## src/rtl/monte_carlo_scheduler.sv

```systemverilog
// Monte Carlo move chooser: drives one logic2048 engine through TRIALS random
// playouts per first-move direction and reports the direction that survives longest.
module monte_carlo_scheduler #(
  parameter int          TRIALS    = 16,
  parameter int          MAX_STEPS = 1023,
  parameter int          SCORE_W   = 16,
  parameter logic [15:0] LFSR_SEED = 16'hACE1
) (
  input  logic               clk,
  input  logic               rst,
  input  logic               start,
  input  logic [79:0]        initial_board,
  input  logic [1:0]         restrected,
  input  logic [2:0]         restrect_prob,
  output logic               busy,
  output logic               result_valid,
  output logic [1:0]         best_dir,
  output logic [SCORE_W-1:0] best_score,
  output logic               eng_load,
  output logic [79:0]        eng_board,
  output logic               eng_req,
  output logic [1:0]         eng_dir,
  input  logic               eng_ack,
  input  logic               eng_moved,
  input  logic               eng_stuck
);

  localparam int TRIAL_W = (TRIALS > 1) ? $clog2(TRIALS) : 1;
  localparam int STEP_W  = $clog2(MAX_STEPS + 1);
  localparam int SUM_W   = ((SCORE_W > STEP_W) ? SCORE_W : STEP_W) + 1;

  typedef enum logic [2:0] {
    S_IDLE,
    S_LOAD,
    S_FIRST,
    S_DRAW,
    S_RAND,
    S_END_PLAY,
    S_NEXT_DIR,
    S_COMPARE
  } state_t;

  state_t               r_state;
  state_t               w_state_nxt;
  logic [15:0]          r_lfsr;
  logic [79:0]          r_board;
  logic [1:0]           r_restr;
  logic [2:0]           r_prob;
  logic [1:0]           r_dir_idx;
  logic [1:0]           r_rand_dir;
  logic [TRIAL_W-1:0]   r_trial;
  logic [STEP_W-1:0]    r_steps;
  logic [SCORE_W-1:0]   r_score [4];
  logic                 r_result_valid;
  logic [1:0]           r_best_dir;
  logic [SCORE_W-1:0]   r_best_score;

  logic                 w_lfsr_fb;
  logic                 w_draw_reject;
  logic                 w_last_trial;
  logic [STEP_W-1:0]    w_steps_inc;
  logic [SUM_W-1:0]     w_sum;
  logic [SCORE_W-1:0]   w_score_sat;
  logic [1:0]           w_win_dir;
  logic [SCORE_W-1:0]   w_win_score;

  assign w_lfsr_fb     = r_lfsr[15] ^ r_lfsr[13] ^ r_lfsr[12] ^ r_lfsr[10];
  // The restricted direction is only accepted when the 3-bit draw is below the threshold.
  assign w_draw_reject = (r_lfsr[1:0] == r_restr) && (r_lfsr[4:2] >= r_prob);
  assign w_last_trial  = (r_trial == TRIAL_W'(TRIALS - 1));
  assign w_steps_inc   = r_steps + STEP_W'(eng_moved);
  assign w_sum         = SUM_W'(r_score[r_dir_idx]) + SUM_W'(r_steps);
  assign w_score_sat   = (|w_sum[SUM_W-1:SCORE_W]) ? {SCORE_W{1'b1}} : w_sum[SCORE_W-1:0];

  // Strict '>' keeps the lower direction index on ties.
  always_comb begin
    w_win_dir   = 2'd0;
    w_win_score = r_score[0];
    for (int d = 1; d < 4; d++) begin
      if (r_score[d] > w_win_score) begin
        w_win_dir   = 2'(d);
        w_win_score = r_score[d];
      end
    end
  end

  always_ff @(posedge clk) begin
    if (rst) r_state <= S_IDLE;
    else     r_state <= w_state_nxt;
  end

  // NOTE: every signal written here gets a default first, so no path can infer a latch.
  always_comb begin
    w_state_nxt = r_state;
    busy        = (r_state != S_IDLE);
    eng_load    = 1'b0;
    eng_req     = 1'b0;
    eng_dir     = r_dir_idx;
    case (r_state)
      S_IDLE:     if (start) w_state_nxt = S_LOAD;
      S_LOAD: begin
        eng_load    = 1'b1;
        w_state_nxt = S_FIRST;
      end
      S_FIRST: begin
        eng_req = 1'b1;
        if (eng_ack) begin
          if (!eng_moved)     w_state_nxt = S_NEXT_DIR;
          else if (eng_stuck) w_state_nxt = S_END_PLAY;
          else                w_state_nxt = S_DRAW;
        end
      end
      S_DRAW:     if (!w_draw_reject) w_state_nxt = S_RAND;
      S_RAND: begin
        eng_req = 1'b1;
        eng_dir = r_rand_dir;
        if (eng_ack) begin
          if (eng_stuck || (w_steps_inc == STEP_W'(MAX_STEPS))) w_state_nxt = S_END_PLAY;
          else                                                  w_state_nxt = S_DRAW;
        end
      end
      S_END_PLAY: w_state_nxt = w_last_trial ? S_NEXT_DIR : S_LOAD;
      S_NEXT_DIR: w_state_nxt = (r_dir_idx == 2'd3) ? S_COMPARE : S_LOAD;
      S_COMPARE:  w_state_nxt = S_IDLE;
      default:    w_state_nxt = S_IDLE;
    endcase
  end

  // NOTE: sequential state uses non-blocking assignments only, so every register
  // samples pre-edge values regardless of statement order.
  always_ff @(posedge clk) begin
    if (rst) begin
      r_lfsr         <= LFSR_SEED;
      r_board        <= '0;
      r_restr        <= '0;
      r_prob         <= '0;
      r_dir_idx      <= '0;
      r_rand_dir     <= '0;
      r_trial        <= '0;
      r_steps        <= '0;
      r_result_valid <= 1'b0;
      r_best_dir     <= '0;
      r_best_score   <= '0;
      // NOTE: the four accumulators are plain registers, not a RAM, so resetting them is cheap.
      for (int d = 0; d < 4; d++) r_score[d] <= '0;
    end else begin
      r_lfsr         <= {r_lfsr[14:0], w_lfsr_fb};
      r_result_valid <= 1'b0;
      case (r_state)
        S_IDLE: begin
          if (start) begin
            r_board   <= initial_board;
            r_restr   <= restrected;
            r_prob    <= restrect_prob;
            r_dir_idx <= '0;
            r_trial   <= '0;
            for (int d = 0; d < 4; d++) r_score[d] <= '0;
          end
        end
        S_LOAD:  r_steps <= '0;
        S_FIRST: if (eng_ack && !eng_moved) r_score[r_dir_idx] <= '0;
        S_DRAW:  if (!w_draw_reject) r_rand_dir <= r_lfsr[1:0];
        S_RAND:  if (eng_ack) r_steps <= w_steps_inc;
        S_END_PLAY: begin
          r_score[r_dir_idx] <= w_score_sat;
          r_trial            <= r_trial + TRIAL_W'(1);
        end
        S_NEXT_DIR: begin
          r_trial   <= '0;
          r_dir_idx <= r_dir_idx + 2'd1;
        end
        S_COMPARE: begin
          r_best_dir     <= w_win_dir;
          r_best_score   <= w_win_score;
          r_result_valid <= 1'b1;
        end
        default: ;
      endcase
    end
  end

  assign result_valid = r_result_valid;
  assign best_dir     = r_best_dir;
  assign best_score   = r_best_score;
  assign eng_board    = r_board;

endmodule

```

## config.mk

```make
export PLATFORM = sky130hd
export DESIGN_NAME = monte_carlo_scheduler
export DESIGN_NICKNAME = d
export VERILOG_FILES = /design/src/rtl/monte_carlo_scheduler.sv
export SDC_FILE = /design/constraint.sdc
export NUM_CORES = 1
export LEC_CHECK = 0
export BUFFER_PORTS_ARGS = -buffer_cell sky130_fd_sc_hd__clkbuf_2
export CORE_ASPECT_RATIO = 1.1
export CORE_MARGIN = 3
export CORE_UTILIZATION = 52
export CTS_CLUSTER_DIAMETER = 80
export CTS_CLUSTER_SIZE = 30
export DETAILED_ROUTE_END_ITERATION = 8
export MAX_ROUTING_LAYER = met4
export PLACE_DENSITY_LB_ADDON = 0.12
export SLEW_MARGIN = 20
export SYNTH_ARGS = -nofsm -noshare
export SYNTH_HDL_FRONTEND = slang
export SYNTH_SLANG_ARGS = --single-unit
export TNS_END_PERCENT = 100
```

## constraint.sdc

```tcl
create_clock -name clk -period 6.7 [get_ports clk]
set_input_delay 0.67 -clock clk [delete_from_list [all_inputs] [get_ports clk]]
set_output_delay 0.67 -clock clk [all_outputs]
set_load 0.02 [all_outputs]
```

; ---- Word level (Yosys, flattened, before mapping)
; Memory sizes are Yosys's and may differ from the RTL's. A register that Yosys moved wholly into a read port is not among the register bits.
; Index checks and enable logic that the tools add are counted.
[op_classes]
eq_ne = 15
reduce_logical = 17
addsub = 4
order_cmp = 4
mux = 50
bitwise = 9
[ops]
columns = operator, n
row1 = $mux 16, 10
row2 = $gt 16x16->1, 3
row3 = $mux 3, 9
row4 = $pmux 3 s8, 1
row5 = $pmux 10 s2, 1
row6 = $mux 1, 18
row7 = $add 16x10->17, 1
row8 = $reduce_or 16->1, 1
row9 = $mux 2, 7
row10 = $eq 3x3->1 const B, 4
row11 = $pmux 4 s3, 1
row12 = $add 10x1->10, 1
row13 = $eq 10x10->1 const B, 1
row14 = $mux 10, 1
row15 = $reduce_and 2->1, 5
row16 = $ne 2x2->1 const B, 4
row17 = $eq 3x2->1 const B, 2
row18 = $reduce_bool 3->1, 2
row19 = $or 1x1->1, 5
row20 = $add 4x1->4 const B, 1
row21 = $eq 4x4->1 const B, 1
row22 = $mux 4, 1
row23 = $pmux 2 s2, 1
row24 = $reduce_and 4->1, 1
row25 = 13 further kinds, 17
[totals]
in_bits = 91
regBits = 141
wordCells = 112
ramBits = 64
mem_count = 1
[memory_table]
columns = name, depth, word_bits, read_ports, rd_ports_with_merged_regs, write_ports, line
row1 = r_score, 4, 16, 5, 1, 4, 53  ; logic [SCORE_W-1:0] r_score [4];

; ---- Depth between registers and ports, before layout
; Gate-level depths: netlist of the first run.
[logic_depth]
word_depth = 9
mapped_depth = 29

; ---- Worst setup path before layout of the first run
; No wires, ideal clock.
[synth_path]
kind = reg2reg
from = memory r_score[1][15]
to = register r_best_score[5] (netlist: best_score[5])
setup_slack_ns = 1.228
t_arrival_ns = 5.348
n_path_buf = 5
required_ns = 6.576
path_stages_with_launch = 26
path_cell_list = edfxtp_1 -> ha_1 -> nand4_2 -> a2111o_1 -> and4_4 -> buf_6 -> buf_6 -> o211ai_1 -> inv_1 -> ha_1 -> nor2b_1 -> o211ai_1 -> a21oi_1 -> o22ai_1 -> a22o_1 -> buf_2 -> buf_2 -> mux2i_1 -> ha_1 -> nand4_1 -> or4_1 -> o221a_2 -> a31o_2 -> nor2_2 -> buf_4 -> a21oi_1
[synth_lines]
columns = item, line
row1 = from (decl), 53
row2 = to (signal assigned), 174  ; r_best_score <= w_win_score;
row3 = to (decl), 56  ; logic [SCORE_W-1:0] r_best_score;

==> impl_metrics.ini, run 1 <==
[global_routing]
first_global_vias = 9062
overflow = 0
antenna_found_initial = 2
grt_max_degree = 101
grtUsageTotal = 0.261
grt_pass1_wl_um = 46100

[timing]
drv_slew = 0
hold_viol_final = 0
setup_viol = 0
finalSetupTns_ps = 0
max_freq_mhz = 164
max_slew_margin = 0.330
min_period_over_period = 0.910
max_slew.worst_pin.slew_ps = 1000
clock_skew_ps = 41.2
grt_setup_unrepaired = no
fin_crit_ps = 6100

[logic_synthesis]
ys_warn_count = 0
synth_edf_count = 64
synth_flop_cell = dfxtp_1
synth_cells = 1219
syn_avg_cell_area_um2 = 8.76
ys_seq_elements = 207
syn-num-nets = 1379
syn_area_um2 = 10700
ys_types = 64
ys_seq_area_frac = 0.448
synthArstFlopShare = 0

[worst_setup_path]
critPathCaptureType = flip-flop
worst-setup-path-type = reg -> reg
required_ps = 7110
reg2reg_from = r_score[1][15]
critPathLaunch = r_score[1][15]
cp_max_fo = 17
critPathArrivalTime_ps = 6510
worstSetupStartpointType = flip-flop

[floorplanning]
initial_core_util = 0.534
dieArea_um2 = 22300
chipHeight_um = 156
die_w_um = 143
ioPinCount = 195
core-area_um2 = 20000
fp-row-count = 54

[pwr]
powerDensity_nw_per_um2 = 246
leakage_uw = 0.00516
ir_drop_uv = 197

[cts]
ctsHoldBuffers = 0
htree_levels = 1
clkLatencyLatePin_ps = 510
cts_resized = 0
numCtsBuffers = 14
cts.sinks = 207
tritoncts = built
cts.reportedPaths.clkPinSlew_ps = 120
cts_root_buf = clkbuf_16
clk_path_buf_depth = 3
cts_setup_buffers = 0

[final_layout]
final_cell_mix = nand2_1, clkbuf_2, dfxtp_1
syn_to_final_growth_pct = 15.1
drive_above_1_share = 0.200
final_common_cell = nand2_1
post-route-util = 0.615
nets = 1530

[route]
drc_errors = 0
ant_nets = 0
drt_wl_total_um = 28600
drt_iter0_markers = 662
vias = 9171
wl_per_cell_um = 17.5
vias_per_cell = 5.62
dr.pass1.iters = 5

[run]
drv_cap = 0

[hold_path]
hp-class = in -> reg
holdCritStartpoint = initial_board[61]

[placed_design]
hpwl_um = 21000
portBuffers = 194
gp_congestion = 0.985

[outcome]
status = finished, final reports clean
cell usage after synthesis (10+ instances only):
library cell    n  area [um^2]
nor3_1         15         75.1
mux4_2         16          360
and2_1         10         62.6
mux2i_1        17          170
nor2b_1        19          119
xnor2_1        10         87.6
o211ai_1       14          105
clkbuf_1       60          225
edfxtp_1       64         1920
o21ai_0        40          200
nand3_1        15         75.1
inv_1          48          180
a21oi_1       138          691
nand4b_1       17          149
nand4_1        12         75.1
nand2_1       261          980
dfxtp_1       143         2860
nor2_1        137          514
ha_1           68          851
worst paths after layout:
kind                         end  slack, ps  cells past startpoint
setup / recovery  best_score[14]        600                     20
setup reg to reg  best_score[14]        600                     20
hold reg to reg        r_lfsr[7]        430                      1
hold / removal     eng_board[61]        360                      3
critical path, stage by stage (launching register included):
cell      delay (ps)
edfxtp_1         430
ha_1             360
nand4_2          210
nor2_1           230
nand2_1          360
and4_4           360
o211a_1          260
ha_1             300
a21o_1           190
a211o_1          300
o221ai_1         150
a22o_1           430
mux2_4           350
ha_1             330
nand4_1          200
or4_1            610
o221a_2          150
a31o_2           250
nand2_2          230
o21ai_0          170
a21oi_2          120
registers in the layout, indices dropped and copies added, names as in the netlist, named ones only:
| name | count |
|---|---|
| result_valid | 1 |
| r_prob | 3 |
| r_trial | 4 |
| r_dir_idx | 2 |
| r_score | 64 |
| best_dir | 2 |
| r_steps | 10 |
| r_rand_dir | 2 |
| r_lfsr | 16 |
| r_restr | 2 |
| r_state | 3 |
| best_score | 16 |
| eng_board | 80 |
layout make-up:
class                   instances  area (um^2)
inverters                      48          180
fillers                      1768         7700
multi-input cells             895         5440
flip-flops and latches        207         4780
clock inverters                 8          141
repair buffers                204         1050
clock buffers                  16          379
diodes                          2         5.00
well taps                     252          315
through the flow:
| stage | hold slack [ps] | instance area [um^2] | total power (uW) | setup slack, ps | instances |
|---|---|---|---|---|---|
| 2_1_floorplan | 389 | 10700 | 1890 | 1230 | 1219 |
| 5_1_grt | 356 | 12300 | 3180 | 208 | 1632 |
| 3_3_place_gp | 397 | 11800 | 2060 | 845 | 1606 |
| 6_report | 360 | 12300 | 3030 | 602 | 1632 |
| 4_1_cts | 349 | 12300 | 3060 | 680 | 1630 |
| 3_5_place_dp | 399 | 11800 | 2070 | 718 | 1606 |
layer usage:
| metal | vias up | track usage | share of wire |
|---|---|---|---|
| li1 | 4514 | - | - |
| met1 | 4327 | 0.335 | 0.43 |
| met2 | 289 | 0.423 | 0.48 |
| met3 | 41 | 0.0449 | 0.063 |
| met4 | 0 | 0.0801 | 0.021 |
| met5 | - | - | 0 |
power by group:
group          internal, uW  switching, uW
sequential             1370           61.7
clock                   482            501
combinational           240            374
total                  2090            937
cells by family (layout without fill, tap and decap cells):
family	after synthesis	count (layout)	synth area share
AND/OR/NAND/NOR	523	523	0.216
AO/OA/AOI/OAI	244	244	0.136
flip-flops	207	207	0.448
buffers and inverters	117	276	0.0435
adder cells (fa/ha/maj)	70	70	0.0825
multiplexers	40	40	0.0591
XOR/XNOR	18	18	0.0148
other	0	2	0
(Power assumes the default switching activity.)
==> run 2: changes to the inputs <==
Settings changed: CORE_MARGIN 3 to 4.
==> run 2 against run 1 <==
  * Maximum frequency is 1.3% lower
  * Wire length is 0.62% higher
  * Critical endpoint is now best_dir[1]
  * Non-clock buffer count stayed put
  * Largest cell class unchanged
==> impl_metrics.ini, run 2 (synthesis results as in run 1) <==
[worst_setup_path]
crit_path_cell_trace = ha_1 > nand4_2 > nor2_1 > nand2_1 > and4_4 > o211ai_1 > inv_1 > ha_1 > nor2b_1 > o211ai_1 > a21oi_1 > o22ai_1 > a22o_1 > buf_4 > mux2_2 > ha_1 > nand4_1 > or4_1 > o221a_2 > a31o_2 > nor2_2 > buf_4 > a211oi_1
worstSetupStartpointType = flip-flop
cp_max_fo = 17
required_ps = 7030
cpMaxStageDelayCell = a22o_1
critPathCaptureType = flip-flop
critPathArrivalTime_ps = 6500
slowest_delay_ps = 440
worst-setup-path-type = reg -> reg
cp_common_cell = ha_1

[timing]
hold_viol_final = 0
drv_slew = 0
whs_ps = 375
setup_viol = 0
setup_slack_ps = 525
max_slew.worst_pin.slew_ps = 963
finalSetupTns_ps = 0
min_period_over_period = 0.922
max_slew_margin = 0.356
clock_skew_ps = 39.6
grt_setup_unrepaired = no
max_freq_mhz = 162
fin_crit_ps = 6180

[final_layout]
drive_above_1_share = 0.200
final_common_cell = nand2_1
syn_to_final_growth_pct = 15.1
n_antenna_cell = 0
final_cell_mix = nand2_1, clkbuf_2, dfxtp_1
seq_area_um2 = 4780
post-route-util = 0.615
fillers = 1790
nets = 1530
largest_reg_flops = 80
multiInputGateArea_um2 = 5440

[route]
ant_nets = 0
wl_per_cell_um = 17.6
drt_wl_total_um = 28700
drt_iter0_markers = 632
vias_per_cell = 5.58
drc_errors = 0
vias = 9095
dr.pass1.iters = 5

[floorplanning]
dieArea_um2 = 22900
chipHeight_um = 158
core-area_um2 = 20000
die_w_um = 145
initial_core_util = 0.534
fp-row-count = 54
ioPinCount = 195

[cts]
tritoncts = built
cts_resized = 0
cts_setup_buffers = 0
numCtsBuffers = 14
clk_path_buf_depth = 3
cts.sinks = 207
cts.reportedPaths.clkPinSlew_ps = 110
cts_root_buf = clkbuf_16
htree_levels = 1
ctsHoldBuffers = 0
clkLatencyLatePin_ps = 500

[pwr]
ir_drop_uv = 271
total_power_uw = 3020
powerDensity_nw_per_um2 = 245
leakage_uw = 0.00516

[outcome]
status = finished, final reports clean

[placed_design]
portBuffers = 194
hpwl_um = 21200
gp_congestion = 0.933
dpl_worst_slack_ps = 643

[global_routing]
grt_max_degree = 94
grt_pass1_wl_um = 46000
overflow = 0
first_global_vias = 8958
antenna_found_initial = 0
grtUsageTotal = 0.257

[hold_path]
hp-class = in -> reg

[run]
drv_cap = 0
==> run 2: per-stage QoR <==
stage          std cells  cell area, um^2
6_report            1630            12300
3_3_place_gp        1606            11800
5_1_grt             1630            12300
3_5_place_dp        1606            11800
2_1_floorplan       1219            10700
4_1_cts             1630            12300
==> run 2: path summary, 6_finish.rpt <==
path,to,cells past startpoint,slack (ps),startpoint
max,best_dir[1],23,520,r_score[1][15]
min reg2reg,r_lfsr[6],1,410,r_lfsr[5]
max reg2reg,best_dir[1],23,520,r_score[1][15]
min,eng_board[43],3,380,initial_board[43]
==> run 2: power breakdown <==
group / switching (uW) / internal, uW / total (uW) / leakage (uW)
sequential: 59.9 / 1370 / 1430 / 0.00187
clock: 515 / 455 / 970 / 0.000246
combinational: 376 / 240 / 615 / 0.00305
==> run 2: area by class of cell <==
| cell class | instances | share of cell area |
|---|---|---|
| Tap cell | 252 | 0.0256 |
| Clock inverter | 8 | 0.0118 |
| Clock buffer | 16 | 0.0308 |
| Multi-Input combinational cell | 895 | 0.443 |
| Timing Repair Buffer | 204 | 0.0853 |
| Sequential cell | 207 | 0.389 |
| Inverter | 48 | 0.0147 |
==> run 2: metal layers <==
layer,vias up,global-route usage,wire [um]
met5,-,-,0
met4,0,0.0573,533
met3,40,0.0514,1910
met2,291,0.425,14000
met1,4267,0.328,12300
li1,4497,-,-
==> run 2: worst max-delay path: cells and delay by family, from the launching register on <==
family,cells,cell delay [ps]
AO/OA/AOI/OAI,8,1660
multiplexers,1,370
adder cells (fa/ha/maj),3,920
AND/OR/NAND/NOR,8,2010
flip-flops,1,430
buffers and inverters,3,630
